==> src/rtl/driver_pkg.sv <==
// driver_pkg: shared FSM states, default widths and per-channel config record for the multi-phase driver
package driver_pkg;
  typedef enum logic [1:0] {S_IDLE = 2'd0, S_PEND = 2'd1, S_RUN = 2'd2} state_t;
  localparam int DEF_CH_NUM   = 4;
  localparam int DEF_CNT_BITS = 20;
  localparam int DEF_DT_BITS  = 8;
  localparam int CFG_BITS     = 32;
  typedef struct packed {
    logic [CFG_BITS-1:0] on_time;
    logic [CFG_BITS-1:0] phase;
  } ch_cfg_t;
  function automatic logic [CFG_BITS-1:0] ch_count(input logic [CFG_BITS-1:0] cnt, per, ph);
    return (cnt >= ph) ? cnt - ph : cnt + per - ph;
  endfunction
endpackage

==> src/rtl/deadtime_gen.sv <==
// deadtime_gen: turns one raw PWM level into complementary hi/lo drives with rising-edge dead time
module deadtime_gen import driver_pkg::*; #(
  parameter int DT_BITS = DEF_DT_BITS
) (
  input  logic               clk,
  input  logic               rst_n,
  input  logic               i_raw,
  input  logic [DT_BITS-1:0] i_dt,
  input  logic               i_en,
  output logic               o_hi,
  output logic               o_lo
);
  logic             r_prev;
  logic [DT_BITS:0] r_len;
  logic [DT_BITS:0] w_len;
  logic             w_settled;
  // length of the current run of equal raw levels, saturating once it exceeds the dead time
  always_comb begin
    w_len     = (i_raw != r_prev) ? (DT_BITS+1)'(1) :
                (r_len > {1'b0, i_dt}) ? r_len : r_len + (DT_BITS+1)'(1);
    w_settled = w_len > {1'b0, i_dt};
  end
  // a side turns on only after raw has held its level for dt+1 cycles; turning off is immediate
  always_ff @(posedge clk or negedge rst_n) begin
    if (!rst_n) begin
      r_prev <= 1'b0;
      r_len  <= '0;
      o_hi   <= 1'b0;
      o_lo   <= 1'b0;
    end else if (!i_en) begin
      r_prev <= i_raw;
      r_len  <= '0;
      o_hi   <= 1'b0;
      o_lo   <= 1'b0;
    end else begin
      r_prev <= i_raw;
      r_len  <= w_len;
      o_hi   <= i_raw && w_settled;
      o_lo   <= !i_raw && w_settled;
    end
  end
endmodule

==> src/rtl/multi_phase_driver.sv <==
// multi_phase_driver: phase-shifted multi-channel PWM with shadowed config and dead time; DRIVER_FAULT_EN adds a latching fault input
module multi_phase_driver import driver_pkg::*; #(
  parameter int CH_NUM   = DEF_CH_NUM,
  parameter int CNT_BITS = DEF_CNT_BITS,
  parameter int DT_BITS  = DEF_DT_BITS
) (
  input  logic                       clk,
  input  logic                       rst_n,
  input  logic                       cfg_valid,
  output logic                       cfg_ready,
  output logic                       cfg_err,
  input  logic [CNT_BITS-1:0]        period,
  input  logic [CH_NUM*CNT_BITS-1:0] on_time,
  input  logic [CH_NUM*CNT_BITS-1:0] phase,
  input  logic [DT_BITS-1:0]         deadtime,
  input  logic [CH_NUM-1:0]          ch_en,
  output logic [CH_NUM-1:0]          hi,
  output logic [CH_NUM-1:0]          lo,
  output logic                       sync,
  output logic                       upd_done
`ifdef DRIVER_FAULT_EN
  ,input logic                       fault
`endif
);
  state_t              r_state;
  logic [CNT_BITS-1:0] r_cnt, r_per_sh, r_per_act;
  logic [DT_BITS-1:0]  r_dt_sh, r_dt_act;
  ch_cfg_t             r_sh [CH_NUM];
  ch_cfg_t             r_act [CH_NUM];
  logic [CH_NUM-1:0]   r_raw, w_hi, w_lo, w_bad_ph;
  logic                r_sync0, r_sync, r_upd, r_err;
  logic                w_try, w_bad, w_acc, w_live, w_wrap, w_load, w_kill;

  for (genvar g = 0; g < CH_NUM; g++) begin : g_ph
    assign w_bad_ph[g] = phase[g*CNT_BITS +: CNT_BITS] >= period;
  end

  assign cfg_ready = r_state != S_PEND;
  assign w_try     = cfg_valid && cfg_ready;
  assign w_bad     = period < CNT_BITS'(2) || |w_bad_ph;
  assign w_acc     = w_try && !w_bad;
  // an all-zero active period means nothing has gone live since reset
  assign w_live    = r_per_act != '0;
  assign w_wrap    = r_cnt == r_per_act - CNT_BITS'(1);
  assign w_load    = r_state == S_PEND && (!w_live || w_wrap);

  // control FSM, shadow/active config registers and the master counter
  always_ff @(posedge clk or negedge rst_n) begin
    if (!rst_n) begin
      r_state   <= S_IDLE;
      r_cnt     <= '0;
      r_per_sh  <= '0;
      r_per_act <= '0;
      r_dt_sh   <= '0;
      r_dt_act  <= '0;
      r_err     <= 1'b0;
      r_upd     <= 1'b0;
      r_sync0   <= 1'b0;
      r_sync    <= 1'b0;
      for (int i = 0; i < CH_NUM; i++) begin
        r_sh[i]  <= '0;
        r_act[i] <= '0;
      end
    end else begin
      r_err   <= w_try && w_bad;
      r_upd   <= w_load;
      r_sync0 <= w_live && r_cnt == '0;
      r_sync  <= r_sync0;
      r_cnt   <= (!w_live || w_wrap) ? '0 : r_cnt + CNT_BITS'(1);
      r_state <= w_acc ? S_PEND : w_load ? S_RUN : r_state;
      if (w_acc) begin
        r_per_sh <= period;
        r_dt_sh  <= deadtime;
        for (int i = 0; i < CH_NUM; i++)
          r_sh[i] <= '{on_time: CFG_BITS'(on_time[i*CNT_BITS +: CNT_BITS]),
                       phase:   CFG_BITS'(phase[i*CNT_BITS +: CNT_BITS])};
      end
      if (w_load) begin
        r_per_act <= r_per_sh;
        r_dt_act  <= r_dt_sh;
        for (int i = 0; i < CH_NUM; i++)
          r_act[i] <= r_sh[i];
      end
    end
  end

  // raw per-channel level: phase-shifted count compared against on-time
  always_ff @(posedge clk or negedge rst_n) begin
    if (!rst_n)
      r_raw <= '0;
    else
      for (int i = 0; i < CH_NUM; i++)
        r_raw[i] <= w_live &&
                    ch_count(CFG_BITS'(r_cnt), CFG_BITS'(r_per_act), r_act[i].phase) < r_act[i].on_time;
  end

  for (genvar g = 0; g < CH_NUM; g++) begin : g_ch
    deadtime_gen #(.DT_BITS(DT_BITS)) u_dt (
      .clk  (clk),
      .rst_n(rst_n),
      .i_raw(r_raw[g]),
      .i_dt (r_dt_act),
      .i_en (ch_en[g] && r_state != S_IDLE),
      .o_hi (w_hi[g]),
      .o_lo (w_lo[g])
    );
  end

`ifdef DRIVER_FAULT_EN
  logic r_fault;
  // fault latches until a configuration is accepted; a live fault input still wins
  always_ff @(posedge clk or negedge rst_n) begin
    if (!rst_n)
      r_fault <= 1'b0;
    else
      r_fault <= fault || (r_fault && !w_acc);
  end
  assign w_kill = fault || r_fault;
`else
  assign w_kill = 1'b0;
`endif

  assign hi       = w_hi & ~{CH_NUM{w_kill}};
  assign lo       = w_lo & ~{CH_NUM{w_kill}};
  assign sync     = r_sync;
  assign upd_done = r_upd;
  assign cfg_err  = r_err;
endmodule

==> config.mk <==
export PLATFORM = sky130hd
export DESIGN_NAME = multi_phase_driver
export DESIGN_NICKNAME = d
export VERILOG_FILES = /design/src/rtl/driver_pkg.sv /design/src/rtl/deadtime_gen.sv /design/src/rtl/multi_phase_driver.sv
export SDC_FILE = /design/constraint.sdc
export NUM_CORES = 1
export LEC_CHECK = 0
export ABC_AREA = 1
export BUFFER_PORTS_ARGS = -buffer_cell sky130_fd_sc_hd__buf_2
export CORE_UTILIZATION = 30
export CTS_CLUSTER_SIZE = 16
export DETAILED_ROUTE_END_ITERATION = 12
export PLACE_DENSITY_LB_ADDON = 0.25
export SETUP_SLACK_MARGIN = 0.3
export SLEW_MARGIN = 20
export SYNTH_ARGS = -nofsm -noshare
export SYNTH_HDL_FRONTEND = slang
export SYNTH_SLANG_ARGS = --single-unit
==> constraint.sdc <==
create_clock -name clk -period 5.5 [get_ports clk]
set_input_delay 1.1 -clock clk [delete_from_list [all_inputs] [get_ports clk]]
set_output_delay 1.1 -clock clk [all_outputs]
set_load 0.005 [all_outputs]
# After elaboration in Yosys (flattened, before gate mapping)
# Index checks and enable logic that the tools add are counted.
# classes
order_cmp	21
add_sub_neg	15
n_eq_ne	7
n_mux	27
reduce_logical	34
# op_table
cell	n
>= comparator 20 bit	8
less-than comparator 32 x 20 -> 1 bit	4
two-way mux 32 bit	4
two-way mux 9 bit	12
subtractor 32 x 20 -> 32 bit	3
subtractor 20 x 20 -> 21 bit	4
greater-than comparator 9 x 8 -> 1 bit	8
adder 9 x 1 -> 9 bit (second input constant)	4
subtractor 21 x 20 -> 22 bit	1
adder 20 x 20 -> 21 bit	1
logical AND 1 bit	21
adder 20 x 1 -> 20 bit (second input constant)	1
== test 20 bit	1
zero test 20 bit	1
less-than comparator 20 x 2 -> 1 bit (second input constant)	1
two-way mux 20 bit	1
nonzero test 20 bit	1
subtractor 20 x 1 -> 20 bit (second input constant)	1
two-way mux 1 bit	8
zero test 1 bit	6
two-way mux 2 bit	2
!= test 1 bit	4
nonzero test 2 bit	2
OR reduction 4 bit	1
3 further kinds	4
# word_totals
reg_bits	454
output_inout_bits	12
word_cells	147
inputBits	195

# Longest topological paths before layout
# depth
depth_word	6
mapped_depth	31
depth_no_buf	31

# Cells and area by module
# A second synthesis with hierarchy kept.
# hier_totals
cells_unflattened	4927
hier_area_um2	34884.7
# modules_own_cells
mod	area_each_um2	cells_per_inst	n_inst
multi_phase_driver	30435.4	4263	1
deadtime_gen	1112.3	166	4

# Worst setup path before layout
# OpenSTA, ideal clock, no wires.
# synth_path
kind	register to register
from	register r_cnt[1]
to	register r_raw[3]
path_stages_with_launch	24
path_slack_ps	781
setup_time_ps	77
arrival_time_ps	4641
synth_period_minus_slack_ps	4719
required_time_ps	5423
cell_sequence	dfrtp_1 > inv_1 > fa_1 > inv_1 > a21oi_1 > o21ai_0 > inv_1 > o21bai_1 > a21oi_1 > xnor2_1 > ha_1 > nand2_1 > nor4_1 > a21oi_1 > o21a_1 > o21ai_0 > xnor2_1 > a21oi_1 > ha_1 > nand2_1 > nor2_1 > a2111oi_0 > nand2_1 > a21oi_1
# synth_between
elab_chain_cells	5
elab_cells_between_ends	7
classes_between	add/sub: 3; order compare: 2; mux: 1; reduce/logical: 1
# synth_lines
element	line	text
start: declaration	multi_phase_driver.sv:26	logic [CNT_BITS-1:0] r_cnt, r_per_sh, r_per_act;
start signal: assignment	multi_phase_driver.sv:69	r_cnt <= (!w_live || w_wrap) ? '0 : r_cnt + CNT_BITS'(1);
adder 20 x 20 -> 21 bit	driver_pkg.sv:13	return (cnt >= ph) ? cnt - ph : cnt + per - ph;
subtractor 21 x 20 -> 22 bit	driver_pkg.sv:13	
two-way mux 32 bit *	driver_pkg.sv:13	
less-than comparator 32 x 20 -> 1 bit *	multi_phase_driver.sv:94	ch_count(CFG_BITS'(r_cnt), CFG_BITS'(r_per_act), r_act[i].phase) < r_act[i].on_time;
logical AND 1 bit *	multi_phase_driver.sv:93	r_raw[i] <= w_live &&
end signal: indexed assignment	multi_phase_driver.sv:93	
end: declaration	multi_phase_driver.sv:30	logic [CH_NUM-1:0] r_raw, w_hi, w_lo, w_bad_ph;
# Mark *: on every way between the ends. The rest lies on a longest branch, timed or not.
# A chain may end at the register's enable or synchronous reset.

# Worst setup path after layout
# layout_path
from	register r_cnt[0]
to	register r_raw[1]
# layout_between
elab_chain_cells	5
elab_cells_between_ends	7
classes_between	add/sub: 3; order compare: 2; mux: 1; reduce/logical: 1
# layout_lines
element	line
adder 20 x 20 -> 21 bit	driver_pkg.sv:13
subtractor 32 x 20 -> 32 bit	driver_pkg.sv:13
two-way mux 32 bit *	driver_pkg.sv:13
less-than comparator 32 x 20 -> 1 bit *	multi_phase_driver.sv:94
logical AND 1 bit *	multi_phase_driver.sv:93
# Marks and branches as above.

==> results.md <==
- Commonest non-fill, non-tap cell in the layout: nand2_1
- GRT Total Usage: 20.9%
- Worst setup path class: reg -> reg
- Die area: 115000 µm²
- Core footprint: 112000 µm²
- Worst min path class: reg -> reg
- Post-synthesis adder-cell area fraction: 15.5%
- Max cap viols: 0
- Post-synthesis average cell area: 7.25 µm²
- Multiplexer share of the synthesized area: 0.265%
- Syn nets: 5302
- XOR/XNOR Fraction of Synth Area: 3.76%
- CP startpoint kind: flop
- Starting DRT DRC Count: 2254
- Buffers & Inverters on Critical Path: 7
- TritonCTS Buffers: 56
- Endpoints failing setup: 0
- Largest net degree at the start of global routing: 209
- Via count: 32000
- Clock Sinks: 454
- Worst-skew pair later-pin latency: 0.68 ns
- Crit path max-delay family: compound AO/OA/AOI/OAI gates
- DRT antenna net count: 0
- Worst-path clk slew: 0.06 ns
- Die Wd: 339 µm
- Largest family of logic cells by synthesized area: simple AND/OR/NAND/NOR gates
- GPL Wtd Cong: 0.940
- Post-synthesis sequential area ratio: 33.4%
- Cell mode on critical path: inv_1
- Fin Clk Skew: 0.0757 ns
- Routed vias/inst: 4.94
- Headroom to the max-slew limit: 25.5%
- Number of synthesized flops with an enable pin: 0
- Initial antenna violation count: 3
- Critical path arrival: 5.45 ns
- Ports: 207
- WL/cell: 18.7 µm
- Inst Count DP: 6361
- Post-Syn Area: 34000 µm²
- Synth unique cells: 55
- RSZ-0062 raised after global routing: no
- Mapped Cells: 4691
- Initial Util: 30.2%
- Largest stage delay, worst path: 0.41 ns
- Crit path max-delay cell type: fa_1
- Crit end category: flop
- Compound-cell area share of the yosys netlist: 11.6%
- Clk buf depth: 3
- H-tree level count: 2
- Most frequent cells in the layout: 1516 x nand2_1, 526 x inv_1, 454 x dfrtp_1
- Yosys Warn Count: 0
- Fin crit period: 4.90 ns
- # hold bufs at CTS: 0
- Ys async rst share: 100%
- Final wirelength: 121000 µm
- Fin crit share: 89.2%
- Smallest hold slack: 0.356 ns
- Iteration count of the initial detailed-routing pass: 5
- Final global-route overflow total: 0
- Syn-to-layout area delta: 16.1%
- Reg2reg setup slack: 0.60 ns
- Outcome: completed
- Number of global-route vias before repair: 30700
- Share of cells above drive strength 1: 9.38%
- Tightest Pin Transition: 1.12 ns
- Residual DRC: 0
- CTS tree: yes
- Primary FF master, synth: dfrtp_1
- I/O Buffers: 206
- Final Max Tran Viols: 0
- Cell Rows: 123
- Clk root buf: clkbuf_16
- Worst EP required: 6.04 ns
- Final Hold Vio Count: 0
- Crit Path Max Fanout: 4
- Layout Nets: 5536
- Final TNS setup: 0 ns
- Fmax: 204 MHz
- Simple-Gate Fraction of Synth Area: 27.8%
- Dpl hpwl: 92700 µm
- Final Non-Filler Cells: 6471
- Yosys reg bits: 454
- Global-route wire length before repair: 185000 µm
- Die height: 339 µm
## Yosys cell counts, drive strengths merged, types with 2 or more instances
library cell / n / area [µm²]
or2: 9 / 56.3
a31o: 2 / 17.5
inv: 530 / 1990
a21o: 24 / 180
o31ai: 4 / 30.0
a21boi: 12 / 90.1
o21ai: 226 / 1130
nor2: 260 / 993
xnor2: 59 / 517
and2: 2 / 12.5
ha: 407 / 5090
nand3: 311 / 1560
nor3: 69 / 350
o21a: 15 / 113
nor3b: 5 / 37.5
clkbuf: 79 / 297
mux2i: 9 / 90.1
nand2: 1520 / 5710
nand4: 57 / 372
o21bai: 11 / 86.3
nand3b: 7 / 52.6
a22oi: 2 / 15.0
buf: 53 / 319
a31oi: 23 / 144
o221a: 3 / 33.8
dfrtp: 454 / 11400
a21oi: 339 / 1700
a2111oi: 2 / 17.5
nor4: 45 / 282
a211oi: 18 / 135
fa: 9 / 180
or3: 4 / 25.0
o22ai: 3 / 18.8
o2111ai: 4 / 35.0
o211ai: 20 / 150
xor2: 87 / 762
## kinds of logic (layout without fill, tap and decap cells)
logic type	count (synthesis)	after routing
AOI/OAI and AO/OA	714	714
buffers and inverters	662	941
muxes	9	9
DFF	454	454
adders and majority gates	416	416
other	0	1
xor gates and xnor gates	146	146
and+or+nand+nor	2290	2290
## registers in the layout (all words and copies together) (netlist names), 8 cells and up
name,cells
g_ch.u_dt.r_len,36
r_act,160
r_cnt,20
r_dt_act,8
r_dt_sh,8
r_per_act,20
r_per_sh,20
r_sh,160
## worst register-to-register path, delay by kind of cell, from the launching register on
kind	cells	cell delay, ns
buffers and inverters	7	0.70
AND/OR/NAND/NOR	4	0.29
flip-flops	1	0.39
AO/OA/AOI/OAI	12	1.74
XOR/XNOR	2	0.50
adder cells (fa/ha/maj)	4	1.15
## final cells by class
type                            instances  area [µm²]
Fill cell                           12100       73000
Antenna cell                            1        2.50
Clock buffer                           77        1640
Tap cell                             1500        1880
Multi-Input combinational cell       3575       20300
Timing Repair Buffer                  308        1940
Sequential cell                       454       11400
Inverter                              530        2000
Clock inverter                         26         393
## path summary, 6_finish.rpt
path	start	end	cells past startpoint
worst max-delay path	r_cnt[0]	r_raw[1]	29
worst min-delay path	r_sync0	sync	0
worst max register to register	r_cnt[0]	r_raw[1]	29
worst min register to register	r_sync0	sync	0
max in group asynchronous	rst_n	r_act[49]	2
min in group asynchronous	rst_n	r_sh[206]	1
## through the flow
step	setup WS [ns]	util [%]	cell area (µm²)
5_1_grt	0.288	35.1	39500
2_1_floorplan	0.781	-	34000
3_3_place_gp	0.320	33.1	37200
4_1_cts	0.379	34.9	39300
3_5_place_dp	0.266	33.1	37200
6_report	0.595	35.1	39500
## repair_timing
action / in CTS / in global routing
setup buffers: 0 / 6
endpoints found under the setup margin: 3 / 4
gates resized for setup: 2 / 49
pin swaps: 0 / 10
## layer usage
metal	up-vias	GRT usage (%)	wire (µm)
met1	15100	30.2	58700
met2	806	32.6	53000
met5	-	0	0
met3	154	2.43	6180
met4	0	5.57	3180
li1	15900	-	-
Power is not shown: default switching activity piles up to over one toggle a cycle in this logic, so the estimate is an artifact.
